===== src/rtl/aes_pkg.sv =====
// Shared AES datapath definitions: widths, round-stage FSM states and
// the column-slice helper used to address one 32-bit column of the state.
package aes_pkg;

  localparam int AES_STATE_W = 128;
  localparam int AES_COL_W   = 32;

  typedef enum logic [1:0] {
    IDLE = 2'd0,
    MIX  = 2'd1,
    HOLD = 2'd2
  } fsm_state_e;

  // Column c occupies [127-32c -: 32]; this returns the LSB of that slice.
  function automatic int col_lsb(input logic [1:0] col);
    return AES_STATE_W - AES_COL_W * (int'(col) + 1);
  endfunction

endpackage


===== src/rtl/mul_32bit.sv =====
// AES MixColumns on a single 32-bit column over GF(2^8), poly 0x11B.
// Row-0 byte sits in the MSB of the column.
module mul_32bit
  import aes_pkg::*;
(
  input  logic [AES_COL_W-1:0] data_in,
  output logic [AES_COL_W-1:0] data_out
);

  // Multiply by x (i.e. by 2) with reduction by the AES polynomial.
  function automatic logic [7:0] xtime(input logic [7:0] b);
    return {b[6:0], 1'b0} ^ (b[7] ? 8'h1b : 8'h00);
  endfunction

  logic [7:0] a0, a1, a2, a3;

  assign a0 = data_in[31:24];
  assign a1 = data_in[23:16];
  assign a2 = data_in[15:8];
  assign a3 = data_in[7:0];

  // Circulant matrix [2 3 1 1] applied row by row; 3*a is xtime(a)^a.
  always_comb begin
    data_out = '0;
    data_out[31:24] = xtime(a0) ^ (xtime(a1) ^ a1) ^ a2 ^ a3;
    data_out[23:16] = a0 ^ xtime(a1) ^ (xtime(a2) ^ a2) ^ a3;
    data_out[15:8]  = a0 ^ a1 ^ xtime(a2) ^ (xtime(a3) ^ a3);
    data_out[7:0]   = (xtime(a0) ^ a0) ^ a1 ^ a2 ^ xtime(a3);
  end

endmodule


===== src/rtl/shift_rows_128.sv =====
// AES ShiftRows: row r rotated left by r byte positions across columns.
// Output byte (r,c) takes input byte (r,(c+r) mod 4). Pure wiring.
module shift_rows_128
  import aes_pkg::*;
(
  input  logic [AES_STATE_W-1:0] data_in,
  output logic [AES_STATE_W-1:0] data_out
);

  for (genvar c = 0; c < 4; c++) begin : g_col
    for (genvar r = 0; r < 4; r++) begin : g_row
      assign data_out[127 - 32*c - 8*r -: 8] =
        data_in[127 - 32*((c + r) % 4) - 8*r -: 8];
    end
  end

endmodule


===== src/rtl/aes_shiftrows_mixcol_seq.sv =====
// Column-serial ShiftRows + MixColumns round stage. ShiftRows is applied
// on capture, then one shared column mixer rewrites the four columns in
// place over four cycles. Final-round blocks skip straight to HOLD.
module aes_shiftrows_mixcol_seq
  import aes_pkg::*;
#(
  parameter int COLS = 4
) (
  input  logic                   clk,
  input  logic                   rst,
  input  logic                   in_valid,
  output logic                   in_ready,
  input  logic [AES_STATE_W-1:0] in_state,
  input  logic                   in_last,
  output logic                   out_valid,
  input  logic                   out_ready,
  output logic [AES_STATE_W-1:0] out_state,
  output logic                   out_last
);

  localparam logic [1:0] LAST_COL = 2'(COLS - 1);

  fsm_state_e             state_q, state_d;
  logic [AES_STATE_W-1:0] st_q;
  logic                   last_q;
  logic [1:0]             col_q;
  logic [AES_STATE_W-1:0] shifted;
  logic [AES_COL_W-1:0]   mix_in, mix_out;

  shift_rows_128 u_shift_rows (
    .data_in  (in_state),
    .data_out (shifted)
  );

  assign mix_in = st_q[col_lsb(col_q) +: AES_COL_W];

  mul_32bit u_mul (
    .data_in  (mix_in),
    .data_out (mix_out)
  );

  // State register plus datapath: capture in IDLE, write back one column per MIX cycle.
  always_ff @(posedge clk) begin
    if (rst) begin
      state_q <= IDLE;
      st_q    <= '0;
      last_q  <= 1'b0;
      col_q   <= '0;
    end else begin
      state_q <= state_d;
      case (state_q)
        IDLE: begin
          if (in_valid) begin
            st_q   <= shifted;
            last_q <= in_last;
            col_q  <= '0;
          end
        end
        MIX: begin
          st_q[col_lsb(col_q) +: AES_COL_W] <= mix_out;
          col_q <= col_q + 2'd1;
        end
        default: ;
      endcase
    end
  end

  // Next-state decode; handshake outputs depend only on the registered state.
  always_comb begin
    state_d = state_q;
    case (state_q)
      IDLE: if (in_valid) state_d = in_last ? HOLD : MIX;
      MIX:  if (col_q == LAST_COL) state_d = HOLD;
      HOLD: if (out_ready) state_d = IDLE;
      default: state_d = IDLE;
    endcase
  end

  assign in_ready  = (state_q == IDLE) && !rst;
  assign out_valid = (state_q == HOLD);
  assign out_state = out_valid ? st_q : '0;
  assign out_last  = out_valid & last_q;

endmodule

===== config.mk =====
export PLATFORM = sky130hd
export DESIGN_NAME = aes_shiftrows_mixcol_seq
export DESIGN_NICKNAME = d
export VERILOG_FILES = /design/src/rtl/aes_pkg.sv /design/src/rtl/mul_32bit.sv /design/src/rtl/shift_rows_128.sv /design/src/rtl/aes_shiftrows_mixcol_seq.sv
export SDC_FILE = /design/constraint.sdc
export NUM_CORES = 1
export LEC_CHECK = 0
export BUFFER_PORTS_ARGS = -buffer_cell sky130_fd_sc_hd__buf_4
export CORE_AREA = 8 8 155 193
export CTS_BUF_LIST = sky130_fd_sc_hd__clkbuf_4 sky130_fd_sc_hd__clkbuf_8
export DETAILED_ROUTE_END_ITERATION = 8
export DIE_AREA = 0 0 163 201
export GPL_ROUTABILITY_DRIVEN = 0
export SLEW_MARGIN = 20
export SYNTH_ARGS = -nofsm -noshare
export SYNTH_HDL_FRONTEND = slang
export SYNTH_HIERARCHICAL = 1
export SYNTH_SLANG_ARGS = --single-unit

===== constraint.sdc =====
create_clock -name clk -period 4.7 [get_ports clk]
set_input_delay 0.47 -clock clk [delete_from_list [all_inputs] [get_ports clk]]
set_output_delay 0.47 -clock clk [all_outputs]
set_load 0.05 [all_outputs]

==> flow_summary.ini, run 1 <==
[outcome]
status = completed

[sta]
rsz0062_at_grt = no
drv_slew = 0
setup_viol = 0
relSlewSlack = 0.239
min_period_over_period = 0.753
tightest_slew_ps = 1140
max_clock_freq_mhz = 282
finalHoldViolCount = 0
fin_crit_ps = 3540
finalClockSkew_ps = 16.6
tns_ps = 0

[worst_setup_path]
path_max_fanout = 14
setup.worst_path.class = flop to flop
required_ps = 5090
r2r_end = st_q[23]
r2r_slack_ps = 1160
r2r-start = col_q[1]
end_kind = flop
arrival_ps = 3930
r2r.worst_path.cells = 8
setup.worst_path.start = col_q[1]
cp-start-kind = flop

[cts]
htreeDepth = 4
ctsResizeCount = 0
cts_tree = built
clockBufferDepth = 2
cts_hold_buf = 0
cts_root_buffer = clkbuf_8
clk_pin_slew_worst_paths_ps = 90
cts_buffers = 17
clock-sinks = 133
cts_setup_buffers = 0
clock_latency_ps = 470

[yosys]
synth-seq-area-share = 0.251
yosysWarnings = 6
synth_area_leaders = dfxtp_1 25%, buf_4 9.5%, a221oi_1 8.1%
synth_edf_count = 0
synth_cell_type_count = 41
syn_inst = 1244
synthFlopType = dfxtp_1
synth_top_cell_by_area = dfxtp_1
async_flop_share = 0
syn_area_sq_um = 10600
synth_most_common_cell = buf_4
synth-seq-cells = 133
syn_area_per_cell_sq_um = 8.52
synth_common_cells = 134 x buf_4, 133 x dfxtp_1, 132 x nor2_1
synth_top_area_share = 0.251
syn_nets = 1382

[floorplanning]
ios = 264
core_area_sq_um = 26700
dieHeight_um = 201
start_util = 0.397
dieArea_sq_um = 32800
rows = 67
die_w_um = 163

[finish]
final.fill_count = 2664
diodes = 0
multiInputGateArea_sq_um = 5940
fin_cells = 1656
drive_gt1_frac = 0.309
seq_area_sq_um = 2670
fin_nets = 1436
areaGrowthSynthToFinish_pct = 14.3

[placed_design]
dpl.hpwl_um = 28600
placed_cells = 1624
io_buffers = 263

[run]
drv_cap = 0

[global_routing]
gr-usage-all-layers = 0.235
grt_pass1_vias = 10100
gr-total-overflow = 0
grt_pass1_wl_um = 59600
grt_max_degree = 78
antenna_found_initial = 1

[detailed_routing]
post-route-drc-count = 0
antenna_left = 0
first_pass_iters = 8
totalWireLength_um = 39700
wire_per_inst_um = 23.9
via_count = 9471
via_per_inst = 5.72
initialDrtViolationCount = 739

[worst_hold_path]
whs_endpoint = last_q
holdPathStages = 3
hp-class = input port to flop
hold_start = in_last

[power_and_ir_drop]
p_total_mw = 4.45
vdd.ir_drop.worst_uv = 231
power.density_nw_per_um2 = 367
p_leak_nw = 5.01
area by class of cell:
type | count | area share
multi-input combinational | 726 | 0.491
sequential | 133 | 0.220
timing repair buffer | 289 | 0.181
inverter | 131 | 0.0406
tap | 345 | 0.0357
clock buffer | 17 | 0.0193
clock inverter | 15 | 0.0122
how the worst max path moves through the flow:
stage | end | slack, ps | cells after the start
after floorplan | st_q[83] | 1170 | 12
after global placement | st_q[23] | 1300 | 9
after detailed placement | st_q[23] | 1230 | 8
after CTS | st_q[23] | 1200 | 8
after global routing | st_q[55] | 1010 | 9
final | st_q[23] | 1160 | 8
cells in the final DEF, fill, tap and decap left out, types with 4 or more instances in the layout:
| cell | netlist | final |
|---|---|---|
| xor2_1 | 13 | 12 |
| ha_1 | 5 | 5 |
| inv_6 | 0 | 5 |
| buf_4 | 134 | 287 |
| mux2i_1 | 5 | 4 |
| clkbuf_8 | 0 | 17 |
| nor3_1 | 34 | 34 |
| nor2_1 | 132 | 132 |
| mux4_2 | 32 | 32 |
| inv_1 | 131 | 131 |
| xor3_1 | 9 | 9 |
| xnor2_1 | 11 | 11 |
| clkinv_4 | 0 | 4 |
| o21ai_0 | 88 | 88 |
| nand3_1 | 128 | 128 |
| xnor3_1 | 34 | 34 |
| a221oi_1 | 98 | 98 |
| o21ai_1 | 8 | 8 |
| nor2b_1 | 66 | 65 |
| xnor2_2 | 8 | 8 |
| dfxtp_1 | 133 | 130 |
| a221oi_2 | 30 | 30 |
critical path, stage by stage (launching register included):
cell      delay (ps)
dfxtp_1          410
ha_1             410
xor2_2           240
buf_4            250
nor2b_1          880
xnor3_1          340
xor2_1           510
nand3_1          160
a221oi_2         250
power by group:
group	internal [mW]	total (mW)	switching [mW]
logic	0.904	2.14	1.24
clock network	0.431	0.974	0.543
registers	1.25	1.33	0.0839
total	2.59	4.45	1.86
cell families after synthesis:
logic type / Yosys count / synth area share
compound gates: 229 / 0.172
xor+xnor: 78 / 0.131
fa+ha+maj: 5 / 0.00590
buf+inv: 385 / 0.192
flops: 133 / 0.251
mux: 37 / 0.0727
simple gates: 377 / 0.175
registers in the layout, summed over array words and instances, names as in the netlist:
name     count
state_q      2
st_q       128
col_q        2
last_q       1
per-layer routing:
layer / global-route usage / wire length, um / vias to the layer above
met5: 0 / 18 / -
met4: 0.102 / 1290 / 2
met3: 0.0474 / 3080 / 97
met2: 0.404 / 19800 / 494
met1: 0.277 / 15500 / 4569
li1: - / - / 4309
per-stage QoR:
stage / util / setup slack [ps] / hold slack [ps] / cell area [sq um]
finish: 0.454 / 1160 / 267 / 12100
CTS: 0.454 / 1200 / 244 / 12100
floorplan: - / 1170 / 455 / 10600
global route: 0.454 / 1010 / 277 / 12100
detailed placement: 0.440 / 1230 / 486 / 11700
global placement: 0.440 / 1300 / 478 / 11700
(Power assumes the default switching activity.)
==> run 2, diff against run 1 <==
==> constraint.sdc (replaced) <==
create_clock -name clk -period 3.55 [get_ports clk]
set_input_delay 0.355 -clock clk [delete_from_list [all_inputs] [get_ports clk]]
set_output_delay 0.355 -clock clk [all_outputs]
set_load 0.05 [all_outputs]
==> flow_summary.ini, run 2 (same netlist as run 1, synthesis figures left out) <==
[sta]
max_clock_freq_mhz = 298
holdWs_ps = 148
finalHoldViolCount = 0
relSlewSlack = 0.270
finalClockSkew_ps = 13.1
setup_viol = 0
tightest_slew_ps = 1090
drv_slew = 0
min_period_over_period = 0.946
rsz0062_at_grt = no
tns_ps = 0
fin_crit_ps = 3360

[finish]
top_register = st_q
largest_reg_flops = 128
final.fill_count = 2652
multiInputGateArea_sq_um = 5970
top_regs = st_q x128, col_q x2, state_q x2
fin_nets = 1450
diodes = 0
layout_common_cells = 298 x buf_4, 132 x nor2_1, 131 x inv_1
seq_area_sq_um = 2670
fin_util = 0.461
areaGrowthSynthToFinish_pct = 16.1
drive_gt1_frac = 0.320
final_common_cell = buf_4
design_area_sq_um = 12300

[power_and_ir_drop]
seqPwrFrac = 0.293
p_switching_mw = 2.40
p_leak_nw = 5.11
power.density_nw_per_um2 = 489
vdd.ir_drop.worst_uv = 217
sw_frac_of_total = 0.399
p_int_mw = 3.61
clock_power_share = 0.229
p_comb_frac = 0.478

[cts]
cts_buffers = 17
cts_setup_buffers = 0
clock_latency_ps = 460
cts_tree = built
clock-sinks = 133
clk_pin_slew_worst_paths_ps = 80
htreeDepth = 4
cts_root_buffer = clkbuf_8
clockBufferDepth = 2

[detailed_routing]
first_pass_iters = 7
via_per_inst = 5.70
post-route-drc-count = 0
antenna_left = 0
totalWireLength_um = 39700
via_count = 9506
initialDrtViolationCount = 743
wire_per_inst_um = 23.8

[worst_hold_path]
hp-class = input port to flop

[worst_setup_path]
required_ps = 3910
end_kind = flop
cp_slowest_stage_delay_ps = 850
arrival_ps = 3710
path_max_fanout = 7
critPathBufInv = 1
cp-start-kind = flop
crit_family = simple AND/OR/NAND/NOR gates
slowest_stage = nor2b_1
crit_path_cell_trace = inv_1 -> ha_1 -> mux4_2 -> nor2b_1 -> xnor2_4 -> xnor3_1 -> nand3_1 -> a221oi_1
setup.worst_path.class = flop to flop

[floorplanning]
dieHeight_um = 201
die_w_um = 163
dieArea_sq_um = 32800
ios = 264
core_area_sq_um = 26700
rows = 67
start_util = 0.397

[placed_design]
dpl.hpwl_um = 28700
io_buffers = 263
placed_area_sq_um = 11900

[global_routing]
grt_pass1_vias = 10100
antenna_found_initial = 0
gr-usage-all-layers = 0.237
gr-total-overflow = 0
grt_max_degree = 53
grt_pass1_wl_um = 59900

[run]
drv_cap = 0

[outcome]
status = completed
[run 2: cell types whose count changed in the layout (fill, tap and decap cells not counted), moves of 3 or more]
| cell | before | now |
|---|---|---|
| buf_4 | 287 | 298 |
| nor2b_1 | 65 | 59 |
| nor2b_2 | 0 | 6 |
| inv_6 | 5 | 0 |
| buf_12 | 2 | 5 |
| clkbuf_8 | 17 | 20 |
| clkinv_4 | 4 | 1 |
[run 2: cell type report]
type	instances	area share
sequential	133	0.217
clock buffer	20	0.0224
timing repair buffer	303	0.190
clock inverter	9	0.0105
tap	345	0.0351
inverter	131	0.0400
multi-input combinational	726	0.485
[run 2: final timing paths]
kind	from	end	slack [ps]	cells past startpoint
max	col_q[1]	st_q[41]	190	8
min	in_last	last_q	150	3
max reg2reg	col_q[1]	st_q[41]	190	8
min reg2reg	st_q[55]	st_q[55]	500	2
[run 2: timing repair]
action                                  4_1_cts  5_1_grt
hold buffers                                  0        0
resized for setup                             0        7
hold endpoints to repair                      0        0
endpoints found under the setup margin        0       29
[run 2: per-stage QoR]
stage	instances	total power, mW	setup WS, ps
floorplan	1244	3.85	24.0
global placement	1638	4.59	138
detailed placement	1638	4.60	103
CTS	1667	5.98	82.3
global route	1667	6.24	6.02
finish	1667	6.01	193
[run 2: tightest hold or removal path, cell delays in order]
cell,delay [ps]
buf_4,90
mux2i_1,50
nor2_1,70
[run 2: power groups by stage]
stage / clock, mW / combinational (mW) / sequential, mW
final: 1.38 / 2.87 / 1.76
after global routing: 1.45 / 3.02 / 1.77
after CTS: 1.39 / 2.83 / 1.76
after detailed placement: 0 / 2.81 / 1.79
after global placement: 0 / 2.81 / 1.79
after floorplan: 0 / 2.11 / 1.74
[run 2: metal layers]
layer  wire length, um  global-route usage
met5                 0                   0
met4              1310               0.101
met3              2800              0.0470
met2             20000               0.406
met1             15600               0.281
==> run 3, diff against run 2 <==
--- a/config.mk
+++ b/config.mk
@@ -11,6 +11,7 @@
 export DETAILED_ROUTE_END_ITERATION = 8
 export DIE_AREA = 0 0 163 201
 export GPL_ROUTABILITY_DRIVEN = 0
+export REMOVE_ABC_BUFFERS = 1
 export SLEW_MARGIN = 20
 export SYNTH_ARGS = -nofsm -noshare
 export SYNTH_HDL_FRONTEND = slang
==> flow_summary.ini, run 3 (same netlist as run 1, synthesis figures left out) <==
[cts]
cts_buffers = 17
cts_root_buffer = clkbuf_8
clockBufferDepth = 2
cts_hold_buf = 0
clk_pin_slew_worst_paths_ps = 90
cts_tree = built
clock-sinks = 133
clock_latency_ps = 450
htreeDepth = 4
cts_setup_buffers = 0

[sta]
rsz0062_at_grt = no
max_clock_freq_mhz = 317
setup_viol = 0
relSlewSlack = 0.233
min_period_over_period = 0.890
fin_crit_ps = 3160
drv_slew = 0
finalClockSkew_ps = 12.9
finalHoldViolCount = 0
fin_ws_ps = 391
tightest_slew_ps = 1150

[detailed_routing]
via_count = 9478
initialDrtViolationCount = 644
via_per_inst = 5.70
wire_per_inst_um = 24.0
post-route-drc-count = 0
first_pass_iters = 7
totalWireLength_um = 39900
antenna_left = 0

[floorplanning]
rows = 67
start_util = 0.397
dieHeight_um = 201
die_w_um = 163
ios = 264
core_area_sq_um = 26700
dieArea_sq_um = 32800

[worst_setup_path]
end_kind = output pin
path_max_fanout = 53
arrival_ps = 2800
r2r.worst_path.cells = 9
required_ps = 3190
setup.worst_path.class = flop to output pin
cp-start-kind = flop

[placed_design]
io_buffers = 263
dpl.hpwl_um = 26800
placed_area_sq_um = 11800
preCtsSetupSlack_ps = 146

[worst_hold_path]
holdPathStages = 3
hp-class = input port to flop

[finish]
fin_util = 0.458
top_register = st_q
final_common_cell = buf_4
design_area_sq_um = 12200
largest_reg_flops = 128
areaGrowthSynthToFinish_pct = 15.3
drive_gt1_frac = 0.318
top_regs = st_q x128, col_q x2, state_q x2
layout_common_cells = 291 x buf_4, 132 x nor2_1, 131 x inv_1
final.fill_count = 2666
fin_nets = 1442

[global_routing]
grt_max_degree = 67
gr-total-overflow = 0
gr-usage-all-layers = 0.237
grt_pass1_vias = 10200
grt_pass1_wl_um = 59900
antenna_found_initial = 2

[power_and_ir_drop]
p_leak_nw = 5.05
vdd.ir_drop.worst_uv = 209
p_total_mw = 5.80
power.density_nw_per_um2 = 475

[run]
drv_cap = 0

[outcome]
status = completed
run 3: cell count changes in the layout (fill, tap and decap cells not counted), sizes merged:
| cell | before | now |
|---|---|---|
| clkinv | 4 | 5 |
| buf | 303 | 295 |
| clkbuf | 20 | 19 |
| clkinvlp | 2 | 4 |
| inv | 131 | 132 |
| bufinv | 3 | 2 |
| diode | 0 | 2 |
run 3: cell type report:
class / instances / area (sq um) / share of cell area
Tap cell: 345 / 432 / 0.0353
Timing Repair Buffer: 295 / 2260 / 0.185
Clock buffer: 19 / 255 / 0.0209
Antenna cell: 2 / 5.00 / 0.000410
Sequential cell: 133 / 2670 / 0.219
Clock inverter: 12 / 131 / 0.0108
Multi-Input combinational cell: 726 / 5960 / 0.488
Inverter: 131 / 492 / 0.0403
run 3: worst paths after layout:
kind	start	slack, ps	end
max	state_q[1]	390	out_state[91]
min	in_last	160	last_q
max reg2reg	col_q[1]	410	st_q[124]
min reg2reg	st_q[11]	490	st_q[11]
run 3: timing repair:
action                                 4_1_cts  5_1_grt
gates resized for setup                      0        1
setup endpoints to repair                    0        5
endpoints found under the hold margin        0        0
run 3: metal layers:
layer  vias up  global-route usage  part of all wire
li1       4307                   -                 -
met5         -                   0                 0
met2       448               0.418              0.51
met1      4666               0.276              0.40
met3        57              0.0529             0.071
met4         0              0.0808             0.022
run 3: report_power, final:
part	leakage [nW]	switching [mW]	internal [mW]
combinational	3.76	1.51	1.21
clock	0.187	0.671	0.647
sequential	1.10	0.103	1.65
total	5.05	2.29	3.51
run 3: critical path: stages, from the launching register on:
cell and delay, ps:
dfxtp_2 930, nand2b_4 430, buf_4 440, nor2_1 280
buf_4 250
run 3: per-stage QoR:
step / TNS (ps) / hold WS [ps] / instances
6_report: 0 / 158 / 1663
2_1_floorplan: -323110 / 421 / 990
3_3_place_gp: 0 / 472 / 1630
4_1_cts: 0 / 125 / 1661
3_5_place_dp: 0 / 482 / 1630
5_1_grt: 0 / 151 / 1663
